<file path="src/rtl/sb_pkg.sv">
// Shared definitions for the register scoreboard: register address width,
// default register count, pending-counter width and the register index type.
package sb_pkg;

    localparam int REG_ADDR_W = 5;
    localparam int NUM_REGS   = 32;
    localparam int CNT_W      = 2;

    typedef logic [REG_ADDR_W-1:0] reg_addr_t;

endpackage

</file>
<file path="src/rtl/sb_pending_cnt.sv">
// Saturating up/down pending-write counter for one architectural register.
// Increment is refused when full, decrement is refused when empty, so the
// count never wraps in either direction. A simultaneous increment and
// decrement that both take effect leave the count unchanged.
// When SCOREBOARD_WB_BYPASS_EN is defined an extra 'one' flag reports
// count == 1 so the top level can forward a retiring write.
module sb_pending_cnt #(
    parameter int CNT_W = sb_pkg::CNT_W
) (
    input  logic clk,
    input  logic reset,
    input  logic inc,
    input  logic dec,
`ifdef SCOREBOARD_WB_BYPASS_EN
    output logic one,
`endif
    output logic zero,
    output logic full
);

    localparam logic [CNT_W-1:0] CNT_MAX = '1;

    logic [CNT_W-1:0] count;
    logic             do_inc;
    logic             do_dec;

    assign do_inc = inc && !full;
    assign do_dec = dec && !zero;

    // Pending count: +1 on accepted issue, -1 on accepted writeback.
    // NOTE: sequential state uses non-blocking assignments so every flop samples pre-edge values.
    always_ff @(posedge clk or posedge reset) begin
        if (reset) begin
            count <= '0;
        end else if (do_inc && !do_dec) begin
            count <= count + CNT_W'(1);
        end else if (do_dec && !do_inc) begin
            count <= count - CNT_W'(1);
        end
    end

    assign zero = (count == '0);
    assign full = (count == CNT_MAX);
`ifdef SCOREBOARD_WB_BYPASS_EN
    assign one  = (count == CNT_W'(1));
`endif

endmodule

</file>
<file path="src/rtl/reg_scoreboard.sv">
// Register scoreboard for an in-order pipeline. Tracks outstanding writes per
// architectural register, stalls decode while a source operand is pending and
// refuses an issue that would overflow the destination's pending counter.
// Register 0 is hard-wired idle.
// Optional feature: define SCOREBOARD_WB_BYPASS_EN to let a source whose
// last pending write retires in the current cycle proceed without stalling.
module reg_scoreboard #(
    parameter int NUM_REGS = sb_pkg::NUM_REGS,
    parameter int CNT_W    = sb_pkg::CNT_W
) (
    input  logic                clk,
    input  logic                reset,
    input  logic                issue_valid,
    input  logic                issue_reg_write,
    input  sb_pkg::reg_addr_t   issue_rd,
    input  sb_pkg::reg_addr_t   rs1_id,
    input  sb_pkg::reg_addr_t   rs2_id,
    input  logic                wb_valid,
    input  sb_pkg::reg_addr_t   wb_rd,
    output logic                stall,
    output logic                issue_ready,
    output logic [NUM_REGS-1:0] busy
);

    import sb_pkg::*;

    logic [NUM_REGS-1:0] zero_f;
    logic [NUM_REGS-1:0] full_f;
`ifdef SCOREBOARD_WB_BYPASS_EN
    logic [NUM_REGS-1:0] one_f;
`endif
    logic issue_fire;
    logic wb_fire;
    logic rs1_wait;
    logic rs2_wait;

    // Only an instruction that actually leaves decode may claim a counter.
    assign issue_fire = issue_valid && issue_reg_write && (issue_rd != '0) && !stall;
    assign wb_fire    = wb_valid && (wb_rd != '0);

    // Register 0 has no counter: permanently empty, never full.
    assign zero_f[0] = 1'b1;
    assign full_f[0] = 1'b0;
`ifdef SCOREBOARD_WB_BYPASS_EN
    assign one_f[0]  = 1'b0;
`endif

    for (genvar i = 1; i < NUM_REGS; i++) begin : g_cnt
        sb_pending_cnt #(
            .CNT_W (CNT_W)
        ) u_cnt (
            .clk   (clk),
            .reset (reset),
            .inc   (issue_fire && (issue_rd == reg_addr_t'(i))),
            .dec   (wb_fire && (wb_rd == reg_addr_t'(i))),
`ifdef SCOREBOARD_WB_BYPASS_EN
            .one   (one_f[i]),
`endif
            .zero  (zero_f[i]),
            .full  (full_f[i])
        );
    end

    assign busy        = ~zero_f;
    assign issue_ready = !(issue_reg_write && full_f[issue_rd]);

    // Decode hold: a nonzero source still has a pending write, or the destination counter is saturated.
    // NOTE: every always_comb output gets a default first so no latch is inferred.
    always_comb begin
        rs1_wait = (rs1_id != '0) && busy[rs1_id];
        rs2_wait = (rs2_id != '0) && busy[rs2_id];
`ifdef SCOREBOARD_WB_BYPASS_EN
        if (wb_valid && (wb_rd == rs1_id) && one_f[rs1_id]) rs1_wait = 1'b0;
        if (wb_valid && (wb_rd == rs2_id) && one_f[rs2_id]) rs2_wait = 1'b0;
`endif
        stall = rs1_wait || rs2_wait || !issue_ready;
    end

endmodule
</file>
<file path="config.mk">
export PLATFORM = sky130hd
export DESIGN_NAME = reg_scoreboard
export DESIGN_NICKNAME = d
export VERILOG_FILES = /design/src/rtl/sb_pkg.sv /design/src/rtl/sb_pending_cnt.sv /design/src/rtl/reg_scoreboard.sv
export SDC_FILE = /design/constraint.sdc
export NUM_CORES = 1
export LEC_CHECK = 0
export ABC_AREA = 1
export ABC_CLOCK_PERIOD_IN_PS = 3200
export BUFFER_PORTS_ARGS = -buffer_cell sky130_fd_sc_hd__buf_4
export CORE_UTILIZATION = 36
export CTS_CLUSTER_DIAMETER = 100
export DETAILED_ROUTE_END_ITERATION = 8
export HOLD_SLACK_MARGIN = 0.02
export PLACE_DENSITY_LB_ADDON = 0.12
export SLEW_MARGIN = 10
export SYNTH_ARGS = -nofsm -noshare
export SYNTH_HDL_FRONTEND = slang
export SYNTH_SLANG_ARGS = --single-unit
</file>
<file path="constraint.sdc">
create_clock -name clk -period 3.2 [get_ports clk]
set_clock_uncertainty 0.05 [all_clocks]
set_input_delay 0.8 -clock clk [delete_from_list [all_inputs] [get_ports clk]]
set_output_delay 0.8 -clock clk [all_outputs]
set_load 0.02 [all_outputs]
</file>
### Yosys cells after proc, flatten, opt, wreduce, memory -nomap -nowiden

Cells that the tools add are included.

* add/sub/neg operators: 62
* multiply operators: 0
* divide/modulo/power cells: 0
* order comparisons: 3
* eq/ne operators: 93
* shift-type cells: 0
* mux-type cells: 68
* bitwise operators: 1
* reduce and logical (&&, ||, !) cells: 387

Operators with widths (number)
* logical AND 1 bit: 193
* == test 5 bit (second input constant): 32
* logical NOT 1 bit: 126
* 2-to-1 mux 2 bit: 62
* == test 5 x 4 -> 1 bit (second input constant): 16
* adder 2 x 1 -> 2 bit (second input constant): 31
* == test 2 bit (second input constant): 31
* logical NOT 2 bit: 31
* nonzero test 2 bit: 31
* subtractor 2 x 1 -> 2 bit (second input constant): 31
* == test 5 x 3 -> 1 bit (second input constant): 8
* inverter 32 bit: 1
* == test 5 x 2 -> 1 bit (second input constant): 4
* nonzero test 5 bit: 4
* less-than comparator 5 x 6 -> 1 bit (second input constant): 3
* binary-select mux 1 bit (select 5 bit): 3
* == test 5 x 1 -> 1 bit (second input constant): 2
* 2-to-1 mux 1 bit: 3
* logical OR 1 bit: 2

* register bits after elaboration: 62
* latch bits: 0
* RAM bits: 0
* ROM bits: 0
* input bits: 25
* memories kept: 0

### Depth between registers and ports, before layout

Gate-level depths: netlist of the first run.

* depth after elaboration: 15
* depth in mapped cells: 18

### Hierarchy

Synthesis of the first run repeated with hierarchy kept, for this count alone.

* cell total of the unflattened synthesis: 1176
* area total of the unflattened synthesis: 6498.7 µm²

Modules (own cells, without submodules)
* sb_pending_cnt: times used 31, cells each 25, area each 151.4 µm², seq. area each 50.0 µm²
* reg_scoreboard: times used 1, cells each 401, area each 1805.5 µm², seq. area each 0.0 µm²

### Worst setup path before layout of the first run

OpenSTA, ideal clock, no wires.

* kind: input to register
* start point: input rs1_id[0]
* end point: register g_cnt[22].u_cnt.count[1]
* library setup time: 0.131 ns
* arrival time: 2.623 ns
* required time: 3.019 ns
* path slack: 0.396 ns
* cell stages on the path: 17
* buffers on the path: 2
* path through: buf_2 nor2_4 inv_1 nor2_1 inv_1 nand3_1 nand3_1 nand3_1 nand2_1 nor2_1 nand3_4 buf_6 nor2_2 ha_1 a21oi_1 o21ai_0 xor2_1

* word-level cells in the longest chain between the ends: 12
* elaborated cells between the ends (all ways): 15

Ends and longest elaborated chain
* start, declared: RTL line reg_scoreboard.sv:16 `input sb_pkg::reg_addr_t rs1_id,`
* binary-select mux 1 bit (select 5 bit): RTL line reg_scoreboard.sv:70 `rs1_wait = (rs1_id != '0) && busy[rs1_id];`
* 2-to-1 mux 1 bit (implied by the code): RTL line reg_scoreboard.sv:70
* logical AND 1 bit *: RTL line reg_scoreboard.sv:70
* logical OR 1 bit * (2 in series): RTL line reg_scoreboard.sv:76 `stall = rs1_wait || rs2_wait || !issue_ready;`
* logical NOT 1 bit *: RTL line reg_scoreboard.sv:38 `assign issue_fire = issue_valid && issue_reg_write && (issue_rd != '0) && !stall;`
* logical AND 1 bit *: RTL line reg_scoreboard.sv:38
* logical AND 1 bit *: RTL line reg_scoreboard.sv:54 `.inc (issue_fire && (issue_rd == reg_addr_t'(i))),`
* logical AND 1 bit *: RTL line sb_pending_cnt.sv:27 `assign do_inc = inc && !full;`
* logical NOT 1 bit: RTL line sb_pending_cnt.sv:37 `end else if (do_dec && !do_inc) begin`
* logical AND 1 bit: RTL line sb_pending_cnt.sv:37
* nonzero test 2 bit (no source line)
* end signal, assigned: RTL line sb_pending_cnt.sv:36 `count <= count + CNT_W'(1);`
* end signal, assigned: RTL line sb_pending_cnt.sv:38 `count <= count - CNT_W'(1);`
* end, declared: RTL line sb_pending_cnt.sv:23 `logic [CNT_W-1:0] count;`

Every way passes the cells marked *; elsewhere a longest branch is shown, timed or not. The select of a mux whose other input is x is not followed.
A chain may end at the register's enable or synchronous reset.

### Worst setup path in the final report of the first run

* start point: input issue_rd[1]
* end point: output stall

* word-level cells in the longest chain between the ends: 4

Ends and longest elaborated chain
* start, declared: RTL line reg_scoreboard.sv:15 `input sb_pkg::reg_addr_t issue_rd,`
* binary-select mux 1 bit (select 5 bit): RTL line reg_scoreboard.sv:65 `assign issue_ready = !(issue_reg_write && full_f[issue_rd]);`
* 2-to-1 mux 1 bit (implied by the code): RTL line reg_scoreboard.sv:65
* logical AND 1 bit: RTL line reg_scoreboard.sv:65
* logical OR 1 bit: RTL line reg_scoreboard.sv:76
* end, declared: RTL line reg_scoreboard.sv:20 `output logic stall,`

No other way between the ends. The select of a mux whose other input is x is not followed.

==> results by group, run 1 <==
Clock network
  – Clk sinks: 62
  – CTS max path bufs: 2
  – Worst-Skew Late Latency: 0.34 ns
  – Reg clk slew, reported paths: 0.05 ns
  – Post_cts resized: 0
  – H-tree depth: 3
  – Cts hold-fix bufs: 0
  – CTS tree: built
  – CTS buffer count: 9
  – Setup Buffers After CTS: 0
  – CTS Root Cell: clkbuf_16

Global routing
  – Gr usage total: 24.2%
  – Largest net degree at the start of global routing: 63
  – Initial antenna violation count: 0
  – Grt total ovfl: 0
  – Vias in the first global route: 4,955
  – First-pass GRT wire length: 26.2 mm

Placement
  – Port bufs: 57
  – Dpl ws: 0.0299 ns
  – HPWL Detailed: 13.0 mm
  – Final Wtd Congestion: 0.866

Timing
  – Fraction of the cycle the final worst path needs: 96.1%
  – Maximum clock rate: 0.325 GHz
  – Setup violators final: 0
  – Setup WS post-layout: 0.124 ns
  – Endpoints failing hold: 0
  – Final min period: 3.08 ns
  – Final TNS setup: 0 ns
  – RSZ-0062 raised after global routing: no
  – Pins Over Slew Limit: 0
  – Hold_ws: 0.411 ns

Run status
  – Status: finished clean

Setup path
  – Worst path buffer plus inverter count: 4
  – R2R Path End: g_cnt[5].u_cnt.count[1]$_DFFE_PP0P_
  – Instance count on the critical path: 14
  – CP Max Fanout: 10
  – CP Class: in2out
  – Critical path's slowest cell: buf_4
  – Startpoint types: input pin
  – Register-to-register setup slack: 0.45 ns
  – CP Capture Point: stall
  – CP Capture Type: output port
  – CP most frequent cell: nand2_1
  – Cells on worst reg2reg path: 15
  – CP cell instances: buf_4 -> nor2_4 -> buf_12 -> o21ai_0 -> nand2_1 -> nor2_1 -> nor2_1 -> nor2_2 -> nand2_1 -> nand2_1 -> nand2_2 -> buf_4 -> nand2_1 -> buf_4
  – Slowest Stage Delay on Critical Path: 0.16 ns
  – Reg-to-Reg Start: g_cnt[1].u_cnt.count[0]$_DFFE_PP0P_
  – Crit path launch: issue_rd[1]
  – Crit path max-delay family: simple AND/OR/NAND/NOR gates
  – Req. time, crit path: 2.35 ns
  – Arr. time, crit path: 2.23 ns

Synthesis
  – Post-synthesis sequential area ratio: 30.7%
  – Synth warn: 0
  – Post-Syn Area: 5050 um2
  – Number of enable flip-flop cells after synthesis: 0
  – Syn Area/Cell: 6.88 um2
  – Ys async rst share: 100%
  – Register bit total from synthesis: 62
  – Main synth FF type: dfrtp_1
  – Synthesized net count: 791
  – Synth unique cells: 25
  – Syn Inst Count: 735

Detailed routing
  – DRT antenna net count: 0
  – DRT Pass-1 Iters: 6
  – DRC: 0
  – Vias: 5,080
  – Vias per cell: 5.00
  – Post-Route WL: 16.5 mm
  – First DRT Iteration DRCs: 256
  – WL/cell: 16.3 um

Layout
  – Most common cell after layout, fill and taps aside: nand2_1
  – Largest registers: g_cnt.u_cnt.count: 62 flops
  – Nets: 891
  – Most frequent cells in the layout: nand2_1 (165), inv_1 (111), buf_4 (98)
  – Layout cells sized above 1: 18.9%
  – Area growth syn-to-layout: 25.4%
  – Largest register FFs: 62
  – Fillers: 1,380
  – Ant. Diodes: 0
  – Util after Layout: 47.1%
  – Biggest register: g_cnt.u_cnt.count

Min path
  – Hold WC Path Type: reg2reg

Power and ir drop
  – Peak supply drop: 451 uV
  – Power Density: 717 nW/um2
  – Static Leak: 3.16 nW

Floorplan
  – Total core area: 13,500 um2
  – Die height: 120 um
  – Starting Density: 37.6%
  – Die footprint: 14,500 um2
  – DIE WIDTH: 120 um
  – I/O Pins: 59
  – # rows: 42

Flow run
  – Max-Cap Viols: 0
==> synthesized netlist by cell type, types with 4 or more instances <==
cell | number | area [um2]
a21oi_1 | 40 | 200
clkbuf_1 | 5 | 18.8
dfrtp_1 | 62 | 1550
ha_1 | 31 | 388
inv_1 | 112 | 420
inv_2 | 5 | 18.8
nand2_1 | 165 | 619
nand3_1 | 66 | 330
nand4_1 | 19 | 119
nor2_1 | 74 | 278
nor2_2 | 22 | 138
nor2_4 | 4 | 45.0
o21ai_0 | 49 | 245
xnor2_1 | 35 | 307
xor2_1 | 27 | 236
==> cell type report <==
type                    count  area [um2]  area share, %
clock buffers              12         256           4.05
clock inverters             4        45.0          0.711
inverters                 117         439           6.93
multi-input cells         542        3000           47.3
flip-flops and latches     62        1550           24.5
well taps                 176         220           3.48
repair buffers            103         827           13.1
==> kinds of logic (layout without fill, tap and decap cells) <==
kind of cell	after synthesis	count (layout)	synth area share, %
flip-flops	62	62	30.7
other	1	1	0.0742
XOR/XNOR	62	62	10.7
AO/OA/AOI/OAI	93	93	9.26
AND/OR/NAND/NOR	355	355	31.1
adder cells (fa/ha/maj)	31	31	7.68
buffers and inverters	131	236	10.5
==> worst reg2reg max path, delay by kind of cell, from the launching register on <==
kind                     cells  cell delay (ns)
AO/OA/AOI/OAI                3             0.41
XOR/XNOR                     1             0.16
flip-flops                   1             0.41
buffers and inverters        2             0.32
adder cells (fa/ha/maj)      1             0.26
AND/OR/NAND/NOR              8             1.01
==> per-stage QoR <==
stage	total power [W]	instances	cell area [um2]
after floorplan	0.00267	735	5050
after global placement	0.00348	1000	6010
after detailed placement	0.00351	1000	6010
after CTS	0.00455	1016	6310
after global routing	0.00485	1016	6330
final	0.00454	1016	6330
==> how the worst min path moves through the flow <==
stage	from	to	slack (ns)	depth (start not counted)
floorplan	g_cnt[10].u_cnt.count[0]$_DFFE_PP0P_	g_cnt[10].u_cnt.count[0]$_DFFE_PP0P_	0.39	1
global placement	g_cnt[10].u_cnt.count[0]$_DFFE_PP0P_	g_cnt[10].u_cnt.count[0]$_DFFE_PP0P_	0.40	1
detailed placement	g_cnt[28].u_cnt.count[0]$_DFFE_PP0P_	g_cnt[28].u_cnt.count[0]$_DFFE_PP0P_	0.41	1
CTS	g_cnt[28].u_cnt.count[0]$_DFFE_PP0P_	g_cnt[28].u_cnt.count[0]$_DFFE_PP0P_	0.42	1
global route	g_cnt[30].u_cnt.count[0]$_DFFE_PP0P_	g_cnt[30].u_cnt.count[0]$_DFFE_PP0P_	0.43	1
finish	g_cnt[28].u_cnt.count[0]$_DFFE_PP0P_	g_cnt[28].u_cnt.count[0]$_DFFE_PP0P_	0.41	1
==> routing by layer <==
metal	global-route usage (%)	up-vias	part of all wire [%]
met1	31.2	2357	45
met5	0	-	0
met3	5.05	28	5.3
li1	-	2533	-
met2	38.8	162	46
met4	10.8	0	3.8
==> where the power goes <==
part | switching, W | internal, W
Clock | 0.000368 | 0.000641
Sequential | 0.000243 | 0.00115
Combinational | 0.00141 | 0.000728
Total | 0.00202 | 0.00252
Power figures use the tool's default switching activity.
==> run 2: changes to the inputs <==
==> constraint.sdc (replaced) <==
create_clock -name clk -period 3.2 [get_ports clk]
set_clock_uncertainty 0.05 [all_clocks]
set_input_delay 0.32 -clock clk [delete_from_list [all_inputs] [get_ports clk]]
set_output_delay 0.32 -clock clk [all_outputs]
set_load 0.02 [all_outputs]
==> run 2 against run 1 <==
  * Die area is the same
  * Largest power group unchanged
  * Critical path type is now reg2reg
  * Routed wire length shrank 0.25%
  * First-iteration DRC count grew 26%
==> results by group, run 2 (synthesis results as in run 1) <==
Setup path
  – Reg-to-Reg Start: g_cnt[2].u_cnt.count[0]$_DFFE_PP0P_
  – CP cell instances: inv_1 -> nand2_1 -> nand2_1 -> nand3_1 -> nand2_1 -> nand3_1 -> nand3_1 -> nand2_1 -> nor2_1 -> nand3_4 -> buf_12 -> nor2_2 -> ha_1 -> a21oi_1 -> o21ai_0 -> xor2_1
  – CP Capture Type: flop
  – Slowest Stage Delay on Critical Path: 0.40 ns
  – Req. time, crit path: 3.37 ns
  – CP Class: reg2reg
  – Arr. time, crit path: 2.96 ns
  – Register-to-register setup slack: 0.40 ns
  – CP most frequent cell: nand2_1
  – CP Max Fanout: 31
  – Cells on worst reg2reg path: 16
  – R2R Path End: g_cnt[15].u_cnt.count[1]$_DFFE_PP0P_
  – Critical path's slowest cell: dfrtp_1
  – Startpoint types: flop

Clock network
  – CTS max path bufs: 2
  – Setup Buffers After CTS: 0
  – Worst-Skew Late Latency: 0.34 ns
  – Clk sinks: 62
  – CTS buffer count: 9
  – H-tree depth: 3
  – CTS tree: built
  – Post_cts resized: 0
  – CTS Root Cell: clkbuf_16
  – Cts hold-fix bufs: 1
  – Reg clk slew, reported paths: 0.05 ns

Global routing
  – Vias in the first global route: 4,823
  – Gr usage total: 24.2%
  – Largest net degree at the start of global routing: 46
  – Grt total ovfl: 0
  – First-pass GRT wire length: 26.3 mm
  – Initial antenna violation count: 0

Floorplan
  – I/O Pins: 59
  – Die height: 120 um
  – DIE WIDTH: 120 um
  – Total core area: 13,500 um2
  – Starting Density: 37.6%
  – # rows: 42
  – Die footprint: 14,500 um2

Flow run
  – Max-Cap Viols: 0

Detailed routing
  – Vias per cell: 5.07
  – DRT antenna net count: 0
  – Vias: 4,966
  – DRT Pass-1 Iters: 5
  – DRC: 0
  – Post-Route WL: 16.5 mm
  – M1 WL: 7.60 mm
  – Top routing layer in use: met4
  – WL/cell: 16.8 um
  – Met3 WL: 850 um
  – WL met2: 7.59 mm
  – First DRT Iteration DRCs: 322

Layout
  – Most common cell after layout, fill and taps aside: nand2_1
  – Largest registers: g_cnt.u_cnt.count: 62 flops
  – Util after Layout: 44.8%
  – Register area: 1550 um2
  – Layout cells sized above 1: 14.7%
  – Ant. Diodes: 0
  – Nets: 855
  – Largest register FFs: 62
  – Biggest register: g_cnt.u_cnt.count
  – Most frequent cells in the layout: nand2_1 (165), inv_1 (111), nor2_1 (74)
  – Final non-filler cell total: 980
  – Area growth syn-to-layout: 19.2%
  – Fillers: 1,419
  – Multi-input logic area: 2970 um2

Placement
  – HPWL Detailed: 12.9 mm
  – Port bufs: 57
  – Final Wtd Congestion: 0.844
  – Placed insts: 963

Min path
  – Hold WC Path Type: reg2reg
  – Hold_sp: g_cnt[31].u_cnt.count[0]$_DFFE_PP0P_
  – Worst Hold Depth: 1
  – Worst Hold End: g_cnt[31].u_cnt.count[0]$_DFFE_PP0P_

Power and ir drop
  – Power Density: 749 nW/um2
  – Peak supply drop: 451 uV
  – Power after layout: 0.00451 W
  – Static Leak: 2.99 nW

Timing
  – RSZ-0062 raised after global routing: no
  – Hold_ws: 0.411 ns
  – Maximum clock rate: 0.358 GHz
  – Setup violators final: 0
  – Fraction of the cycle the final worst path needs: 87.4%
  – Actual slew at the worst max-slew pin: 0.667 ns
  – Final TNS setup: 0 ns
  – Pins Over Slew Limit: 0
  – Endpoints failing hold: 0
  – Worst slew margin: 55.5%
  – Final min period: 2.80 ns

Run status
  – Status: finished clean
run 2: final cells by class:
class / instances / area share [%]
clock inverters: 3 / 0.665
flip-flops and latches: 62 / 25.8
multi-input cells: 542 / 49.4
well taps: 176 / 3.66
inverters: 117 / 7.29
clock buffers: 13 / 4.65
repair buffers: 67 / 8.60
run 2: metal layers:
metal  up-vias  track usage [%]
met2       145             39.8
met1      2332             31.8
met5         -                0
li1       2463                -
met3        26             4.06
met4         0             8.87
run 2: power breakdown:
part,leakage [nW],switching [W],internal (W),total (W)
sequential,0.730,0.000244,0.00115,0.00139
clock,0.162,0.000364,0.000685,0.00105
combinational,2.10,0.00137,0.000699,0.00207
run 2: critical path: cells and delay by family, from the launching register on:
family / cells / cell delay, ns
xor gates and xnor gates: 1 / 0.16
AOI/OAI and AO/OA: 2 / 0.27
buffers and inverters: 2 / 0.33
DFF: 1 / 0.40
adders and majority gates: 1 / 0.27
and+or+nand+nor: 10 / 1.19
run 2: worst max-delay path by stage:
stage,from,endpoint,depth (start not counted)
after floorplan,g_cnt[26].u_cnt.count[0]$_DFFE_PP0P_,g_cnt[22].u_cnt.count[1]$_DFFE_PP0P_,16
after global placement,rs2_id[0],g_cnt[17].u_cnt.count[1]$_DFFE_PP0P_,18
after detailed placement,rs2_id[0],g_cnt[15].u_cnt.count[1]$_DFFE_PP0P_,18
after CTS,g_cnt[19].u_cnt.count[0]$_DFFE_PP0P_,g_cnt[15].u_cnt.count[1]$_DFFE_PP0P_,16
after global routing,g_cnt[28].u_cnt.count[0]$_DFFE_PP0P_,g_cnt[4].u_cnt.count[1]$_DFFE_PP0P_,16
final,g_cnt[2].u_cnt.count[0]$_DFFE_PP0P_,g_cnt[15].u_cnt.count[1]$_DFFE_PP0P_,16
run 2: per-stage QoR:
stage / setup slack, ns / cell area, um2
after floorplan: 0.831 / 5050
after global placement: 0.161 / 5690
after detailed placement: 0.139 / 5690
after CTS: 0.379 / 6020
after global routing: 0.0935 / 6020
final: 0.405 / 6020
==> run 3: changes to the inputs <==
--- a/config.mk
+++ b/config.mk
@@ -8,6 +8,7 @@
 export ABC_AREA = 1
 export ABC_CLOCK_PERIOD_IN_PS = 3200
 export BUFFER_PORTS_ARGS = -buffer_cell sky130_fd_sc_hd__buf_4
+export CORE_MARGIN = 2
 export CORE_UTILIZATION = 36
 export CTS_CLUSTER_DIAMETER = 100
 export DETAILED_ROUTE_END_ITERATION = 8
==> run 3 against run 2 <==
  * Routed wire length decreased by 2.3%
  * Sequential share of layout area increased by 0.25 points
  * Die area increased by 3.3%
  * Cell count increased by 0.20%
  * Core utilization decreased by 1.5 points
  * Fmax increased by 1.6%
  * Critical path type unchanged
==> results by group, run 3 (synthesis results as in run 1) <==
Setup path
  – CP most frequent cell: nand2_1
  – CP cell instances: inv_1 -> nand2_1 -> nand2_1 -> nand3_1 -> nand2_1 -> nand3_1 -> nand3_1 -> nand2_1 -> nor2_1 -> nand3_4 -> buf_4 -> nor2_1 -> ha_1 -> a21oi_1 -> o21ai_0 -> xor2_1
  – Crit path max-delay family: simple AND/OR/NAND/NOR gates
  – Arr. time, crit path: 2.92 ns
  – CP Class: reg2reg
  – Slowest Stage Delay on Critical Path: 0.39 ns
  – Worst path buffer plus inverter count: 2
  – CP Max Fanout: 17
  – CP Capture Type: flop
  – Req. time, crit path: 3.37 ns
  – Startpoint types: flop
  – Critical path's slowest cell: dfrtp_1

Timing
  – Maximum clock rate: 0.364 GHz
  – RSZ-0062 raised after global routing: no
  – Final min period: 2.75 ns
  – Pins Over Slew Limit: 0
  – Final TNS setup: 0 ns
  – Endpoints failing hold: 0
  – Setup violators final: 0
  – Fraction of the cycle the final worst path needs: 86.0%
  – Actual slew at the worst max-slew pin: 0.847 ns
  – Worst slew margin: 43.5%
  – Setup WS post-layout: 0.450 ns

Global routing
  – Grt total ovfl: 0
  – First-pass GRT wire length: 25.5 mm
  – Initial antenna violation count: 0
  – Vias in the first global route: 4,850
  – Gr usage total: 23.0%
  – Largest net degree at the start of global routing: 63

Clock network
  – Clk sinks: 62
  – CTS tree: built
  – Cts hold-fix bufs: 0
  – Setup Buffers After CTS: 0
  – CTS Root Cell: clkbuf_16
  – CTS max path bufs: 2
  – CTS buffer count: 9
  – Reg clk slew, reported paths: 0.05 ns
  – H-tree depth: 3
  – Post_cts resized: 0
  – Worst-Skew Late Latency: 0.35 ns

Layout
  – Nets: 853
  – Area growth syn-to-layout: 18.0%
  – Layout cells sized above 1: 14.6%
  – Largest register FFs: 62
  – Most frequent cells in the layout: nand2_1 (165), inv_1 (111), nor2_1 (74)
  – Fillers: 1,480
  – Largest registers: g_cnt.u_cnt.count: 62 flops
  – Register area: 1550 um2
  – Biggest register: g_cnt.u_cnt.count
  – Ant. Diodes: 0
  – Multi-input logic area: 2970 um2
  – Most common cell after layout, fill and taps aside: nand2_1

Placement
  – Dpl ws: 0.280 ns
  – Port bufs: 57
  – Final Wtd Congestion: 0.922
  – HPWL Detailed: 12.5 mm

Floorplan
  – DIE WIDTH: 122 um
  – Die footprint: 15,000 um2
  – Starting Density: 36.7%
  – I/O Pins: 59
  – Total core area: 13,800 um2
  – # rows: 43
  – Die height: 122 um

Detailed routing
  – DRC: 0
  – WL/cell: 16.4 um
  – Vias: 4,890
  – DRT Pass-1 Iters: 7
  – Vias per cell: 4.98
  – Post-Route WL: 16.1 mm
  – First DRT Iteration DRCs: 285
  – DRT antenna net count: 0

Flow run
  – Max-Cap Viols: 0

Run status
  – Status: finished clean

Power and ir drop
  – Power Density: 734 nW/um2
  – Peak supply drop: 479 uV
  – Static Leak: 2.96 nW

Min path
  – Hold WC Path Type: in2async
## run 3: changes by cell type in the layout (fill, tap and decap cells not counted)
| cell | change |
|---|---|
| buf_12 | -1 |
| dlygate4sd3_1 | -1 |
| clkinv_2 | +2 |
| bufinv_16 | -1 |
| clkbuf_8 | -1 |
## run 3: worst reg2reg max path, stage by stage, from the launching register on
cell and delay (ns):
dfrtp_1 0.39, inv_1 0.11, nand2_1 0.20, nand2_1 0.12, nand3_1 0.07, nand2_1 0.09
nand3_1 0.07, nand3_1 0.09, nand2_1 0.05, nor2_1 0.26, nand3_4 0.10, buf_4 0.24
nor2_1 0.13, ha_1 0.26, a21oi_1 0.12, o21ai_0 0.12, xor2_1 0.16
## run 3: final timing paths
path,startpoint,end,slack (ns),cells after the start
min in group clk,g_cnt[7].u_cnt.count[0]$_DFFE_PP0P_,g_cnt[7].u_cnt.count[0]$_DFFE_PP0P_,0.41,1
hold / removal,reset,g_cnt[3].u_cnt.count[0]$_DFFE_PP0P_,0.18,3
max in group asynchronous,reset,g_cnt[31].u_cnt.count[1]$_DFFE_PP0P_,2.37,3
setup / recovery,g_cnt[31].u_cnt.count[0]$_DFFE_PP0P_,g_cnt[8].u_cnt.count[1]$_DFFE_PP0P_,0.45,16
setup reg to reg,g_cnt[31].u_cnt.count[0]$_DFFE_PP0P_,g_cnt[8].u_cnt.count[1]$_DFFE_PP0P_,0.45,16
hold reg to reg,g_cnt[7].u_cnt.count[0]$_DFFE_PP0P_,g_cnt[7].u_cnt.count[0]$_DFFE_PP0P_,0.41,1
## run 3: layout make-up
| type | instances | area share (%) |
|---|---|---|
| clock inverters | 4 | 0.336 |
| repair buffers | 65 | 8.18 |
| multi-input cells | 542 | 49.9 |
| inverters | 117 | 7.36 |
| clock buffers | 12 | 4.47 |
| flip-flops and latches | 62 | 26.0 |
| well taps | 180 | 3.78 |
## run 3: routing by layer
metal  up-vias  GRT usage (%)  part of all wire (%)
li1       2450              -                     -
met1      2259           29.1                    43
met2       147           37.8                    47
met3        34           5.20                   5.8
met4         0           9.48                   3.3
met5         -              0                     0
## run 3: metrics by stage
stage          hold slack [ns]  util [%]  power (W)  std cells  instance area, um2
3_3_place_gp             0.401      41.2    0.00340        966                5680
3_5_place_dp             0.405      41.2    0.00344        966                5680
4_1_cts                  0.204      43.3    0.00443        982                5960
6_report                 0.177      43.3    0.00438        982                5960
2_1_floorplan            0.387         -    0.00267        735                5050
5_1_grt                  0.263      43.3    0.00471        982                5960
## run 3: where the power goes
group | internal, W | switching, W
Combinational | 0.000696 | 0.00134
Clock | 0.000581 | 0.000370
Sequential | 0.00115 | 0.000240
Total | 0.00243 | 0.00195
